**config.mk**
```make
export PLATFORM = sky130hd
export DESIGN_NAME = event_serializer
export DESIGN_NICKNAME = d
export VERILOG_FILES = /design/src/rtl/event_serializer.sv
export SDC_FILE = /design/constraint.sdc
export NUM_CORES = 1
export LEC_CHECK = 0
export ABC_AREA = 1
export BUFFER_PORTS_ARGS = -buffer_cell sky130_fd_sc_hd__buf_2
export CAP_MARGIN = 5
export CORE_MARGIN = 1.5
export CORE_UTILIZATION = 55
export CTS_CLUSTER_DIAMETER = 40
export DETAILED_ROUTE_END_ITERATION = 7
export HOLD_SLACK_MARGIN = 0.03
export PLACE_DENSITY = 0.77
export SETUP_SLACK_MARGIN = 0.4
export SYNTH_ARGS = -nofsm -noshare
export SYNTH_HDL_FRONTEND = slang
export SYNTH_SLANG_ARGS = --single-unit
```
**constraint.sdc**
```tcl
create_clock -name clk -period 6.1 [get_ports clk]
set_clock_uncertainty 0.05 [all_clocks]
set_input_delay 0.305 -clock clk [delete_from_list [all_inputs] [get_ports clk]]
set_output_delay 0.305 -clock clk [all_outputs]
set_load 0.005 [all_outputs]
```
**src/rtl/event_serializer.sv**
```systemverilog
// Event serializer: collects per-device join/leave requests for four devices,
// keeps one pending event per device, and emits at most one event per cycle
// through a round-robin arbiter so the downstream monitor never sees a
// duplicate. The join/leave inputs are named join_req/leave_req because
// "join" is a reserved word in SystemVerilog.
module event_serializer (
  input  logic       clk,
  input  logic       rst,
  input  logic [3:0] join_req,
  input  logic [3:0] leave_req,
  output logic       change,
  output logic       on_off,
  output logic [1:0] dev_id,
  output logic [3:0] active_mask,
  output logic       dup_err
);

  localparam logic [1:0] ST_IDLE       = 2'd0;
  localparam logic [1:0] ST_PEND_JOIN  = 2'd1;
  localparam logic [1:0] ST_PEND_LEAVE = 2'd2;

  logic [1:0] pend_state_reg  [4];
  logic [1:0] pend_state_next [4];
  logic [3:0] present_next;
  logic [3:0] pending_vec;
  logic [3:0] rejected;
  logic [1:0] rr_ptr_reg;
  logic       grant_valid;
  logic [1:0] grant_idx;

  // Round-robin search: first pending device at or after rr_ptr, cyclically.
  // Iterating from the far end lets the nearest candidate overwrite the rest.
  always_comb begin
    logic [1:0] idx;
    idx         = 2'd0;
    grant_valid = 1'b0;
    grant_idx   = 2'd0;
    for (int k = 3; k >= 0; k--) begin
      idx = rr_ptr_reg + 2'(k);
      if (pending_vec[idx]) begin
        grant_valid = 1'b1;
        grant_idx   = idx;
      end
    end
  end

  // Per-device request evaluation. Requests are always judged against the
  // pre-edge effective state, even when the same device is being granted;
  // in that case an accepted request becomes a fresh pending event instead
  // of cancelling the one that is leaving now.
  generate
    for (genvar gi = 0; gi < 4; gi++) begin : g_dev
      logic eff_on;
      logic join_ok;
      logic leave_ok;
      logic granted;

      assign eff_on   = (pend_state_reg[gi] == ST_PEND_JOIN) ||
                        ((pend_state_reg[gi] == ST_IDLE) && active_mask[gi]);
      assign join_ok  = join_req[gi] && !leave_req[gi] && !eff_on;
      assign leave_ok = leave_req[gi] && !join_req[gi] && eff_on;
      assign granted  = grant_valid && (grant_idx == 2'(gi));

      // Both-high, join-while-on and leave-while-off are all refused.
      assign rejected[gi]    = (join_req[gi] || leave_req[gi]) && !join_ok && !leave_ok;
      assign pending_vec[gi] = (pend_state_reg[gi] != ST_IDLE);

      assign present_next[gi] = granted ? (pend_state_reg[gi] == ST_PEND_JOIN)
                                        : active_mask[gi];

      assign pend_state_next[gi] =
          granted  ? (join_ok  ? ST_PEND_JOIN :
                      leave_ok ? ST_PEND_LEAVE : ST_IDLE) :
          join_ok  ? ((pend_state_reg[gi] == ST_PEND_LEAVE) ? ST_IDLE : ST_PEND_JOIN) :
          leave_ok ? ((pend_state_reg[gi] == ST_PEND_JOIN)  ? ST_IDLE : ST_PEND_LEAVE) :
                     pend_state_reg[gi];
    end
  endgenerate

  // Pending state per device; reset drops any event not yet emitted.
  always_ff @(posedge clk or posedge rst) begin
    if (rst) begin
      for (int i = 0; i < 4; i++) begin
        pend_state_reg[i] <= ST_IDLE;
      end
    end else begin
      for (int i = 0; i < 4; i++) begin
        pend_state_reg[i] <= pend_state_next[i];
      end
    end
  end

  // Registered event outputs, presence mask, arbiter pointer and sticky error.
  always_ff @(posedge clk or posedge rst) begin
    if (rst) begin
      change      <= 1'b0;
      on_off      <= 1'b0;
      dev_id      <= 2'd0;
      active_mask <= 4'd0;
      dup_err     <= 1'b0;
      rr_ptr_reg  <= 2'd0;
    end else begin
      change      <= grant_valid;
      on_off      <= grant_valid && (pend_state_reg[grant_idx] == ST_PEND_JOIN);
      dev_id      <= grant_valid ? grant_idx : 2'd0;
      active_mask <= present_next;
      dup_err     <= dup_err || (|rejected);
      if (grant_valid) begin
        rr_ptr_reg <= grant_idx + 2'd1;
      end
    end
  end

endmodule

```
==> flow_summary.json <==
{
  "path_max_fanout": 9,
  "cts_hold_buf": 0,
  "max_cap_violations": 0,
  "core_area_um2": 2230,
  "vias": 1192,
  "first_iter_violations": 23,
  "cts_sinks": 19,
  "initial_core_util": 0.589,
  "grt_usage": 0.239,
  "final_max_slew_viol_count": 0,
  "die_h_um": 51.9,
  "cts-resized-gates": 0,
  "routed_wl_um": 2680,
  "yosysTopAreaCell": "dfrtp_1",
  "synth_top_area_share": 0.361,
  "largest_register_ffs": 8,
  "crit_required_ns": 6.24,
  "period_needed_ns": 2.25,
  "h-tree-depth": 1,
  "boundaryPins": 19,
  "ys_seq_elements": 19,
  "port_buffers": 18,
  "status": "finished, final reports clean",
  "ys_types": 26,
  "final_util": 0.652,
  "synthTopCellsByArea": "dfrtp_1, inv_1, nand2_1",
  "setup_viol_count_final": 0,
  "synth_flop_cell": "dfrtp_1",
  "hold_viol_final": 0,
  "rsz0062_at_grt": "no",
  "hold_path.class": "primary input to async pin",
  "drive_gt1_frac": 0.235,
  "antenna_found_initial": 0,
  "tns_ns": 0,
  "antenna_left": 0,
  "clk_path_buf_depth": 2,
  "nets": 215,
  "grt_pass1_wl_um": 4860,
  "ys_warn_count": 0,
  "period_share": 0.368,
  "vias_per_cell": 5.23,
  "die_w_um": 51.9,
  "gp_congestion": 0.938,
  "cts_tree": "built",
  "async_flop_share": 1.00,
  "fmax_mhz": 445,
  "clk_pin_slew_ns": 0.12,
  "antenna_cells": 0,
  "slew_headroom": 0.501,
  "synthToLayoutAreaGrowth_pct": 10.6,
  "crit_type": "flop to flop",
  "synth-seq-area-share": 0.361,
  "grt_pass1_vias": 1178,
  "dieArea_um2": 2700,
  "rows": 17,
  "ctsRootBufferMaster": "clkbuf_4",
  "critPathLaunchType": "flop",
  "arrival_ns": 2.38,
  "synth_edf_count": 0,
  "synthesis.area_um2": 1320,
  "syn_nets": 193,
  "clock_latency_ns": 0.30,
  "route.detailed.drc": 0,
  "synth_common_cells": "inv_1, nand2_1, dfrtp_1, nor2_1, nand3_1",
  "overflow": 0,
  "endpoint_kind": "flop",
  "dp_hpwl_um": 2140,
  "cts_buffers": 3,
  "wire_per_inst_um": 11.8,
  "syn_inst": 179,
  "tightest_slew_ns": 0.748,
  "synth_area_per_cell_um2": 7.35,
  "firstDrtPassIters": 4,
  "cts_setup_buffers": 0,
  "grt_max_degree": 20,
  "synth.most_common_cell": "inv_1"
}
cells in the final DEF (no fill, tap or decap):
master / count
a21oi_1: 7
a221oi_1: 1
buf_2: 18
clkbuf_1: 1
clkbuf_4: 3
dfrtp_1: 19
ha_1: 4
inv_1: 32
inv_2: 3
inv_4: 1
nand2_1: 27
nand2_2: 9
nand2_4: 2
nand3_1: 13
nand3_2: 2
nand3b_1: 1
nor2_1: 18
nor2_2: 5
nor2_4: 2
nor2_8: 1
nor3_1: 5
o2111ai_1: 1
o21ai_0: 11
o21ai_1: 7
o22ai_1: 2
o31ai_1: 3
xnor2_1: 1
xor2_2: 1
layout make-up:
cell class | count | area [µm²]
clock buffers | 4 | 26.3
fillers | 200 | 777
inverters | 36 | 138
multi-input cells | 123 | 692
flip-flops and latches | 19 | 475
well taps | 28 | 35.0
repair buffers | 18 | 90.1
final timing paths:
kind | start | endpoint | slack [ns] | cells after the start
setup / recovery | rr_ptr_reg[0] | pend_state_reg[6] | 3.85 | 12
hold reg to reg | dup_err | dup_err | 0.48 | 2
hold / removal | rst | pend_state_reg[3] | 0.06 | 2
min in group clk | join_req[1] | dup_err | 0.20 | 3
setup reg to reg | rr_ptr_reg[0] | pend_state_reg[6] | 3.85 | 12
max in group asynchronous | rst | rr_ptr_reg[0] | 5.47 | 2
critical path, cell delays in order (launching register included):
cell	delay (ns)
dfrtp_1	0.64
inv_4	0.09
nand2_2	0.10
nand2_2	0.07
a21oi_1	0.22
nand3_2	0.16
nand2_4	0.12
inv_1	0.06
ha_1	0.19
inv_1	0.09
nor2_4	0.06
o31ai_1	0.19
o21ai_1	0.10
kinds of logic after synthesis:
kind of cell,count (synthesis),share of synthesized area
adders and majority gates,4,0.0380
buffers and inverters,37,0.113
DFF,19,0.361
AOI/OAI and AO/OA,32,0.135
xor gates and xnor gates,2,0.0190
and+or+nand+nor,85,0.334
stage by stage:
stage	hold slack (ns)	instances	area (µm²)	setup slack, ns
global placement	0.411	224	1430	3.98
CTS	0.0900	228	1460	3.86
finish	0.0605	228	1460	3.85
global route	0.135	228	1460	3.59
detailed placement	0.423	224	1430	3.90
floorplan	0.206	179	1320	4.20
per-layer routing:
layer  wire (µm)  vias up  GRT usage  share of wire
met5           0        -          0              0
met4          29        0     0.0833          0.011
met3         114        6     0.0431          0.042
met2        1290       29      0.414           0.48
met1        1250      545      0.295           0.47
li1            -      612          -              -
Power is left out: the tool's default activity adds up to more than one toggle a clock period on the data nets, which glitch-free logic cannot reach.
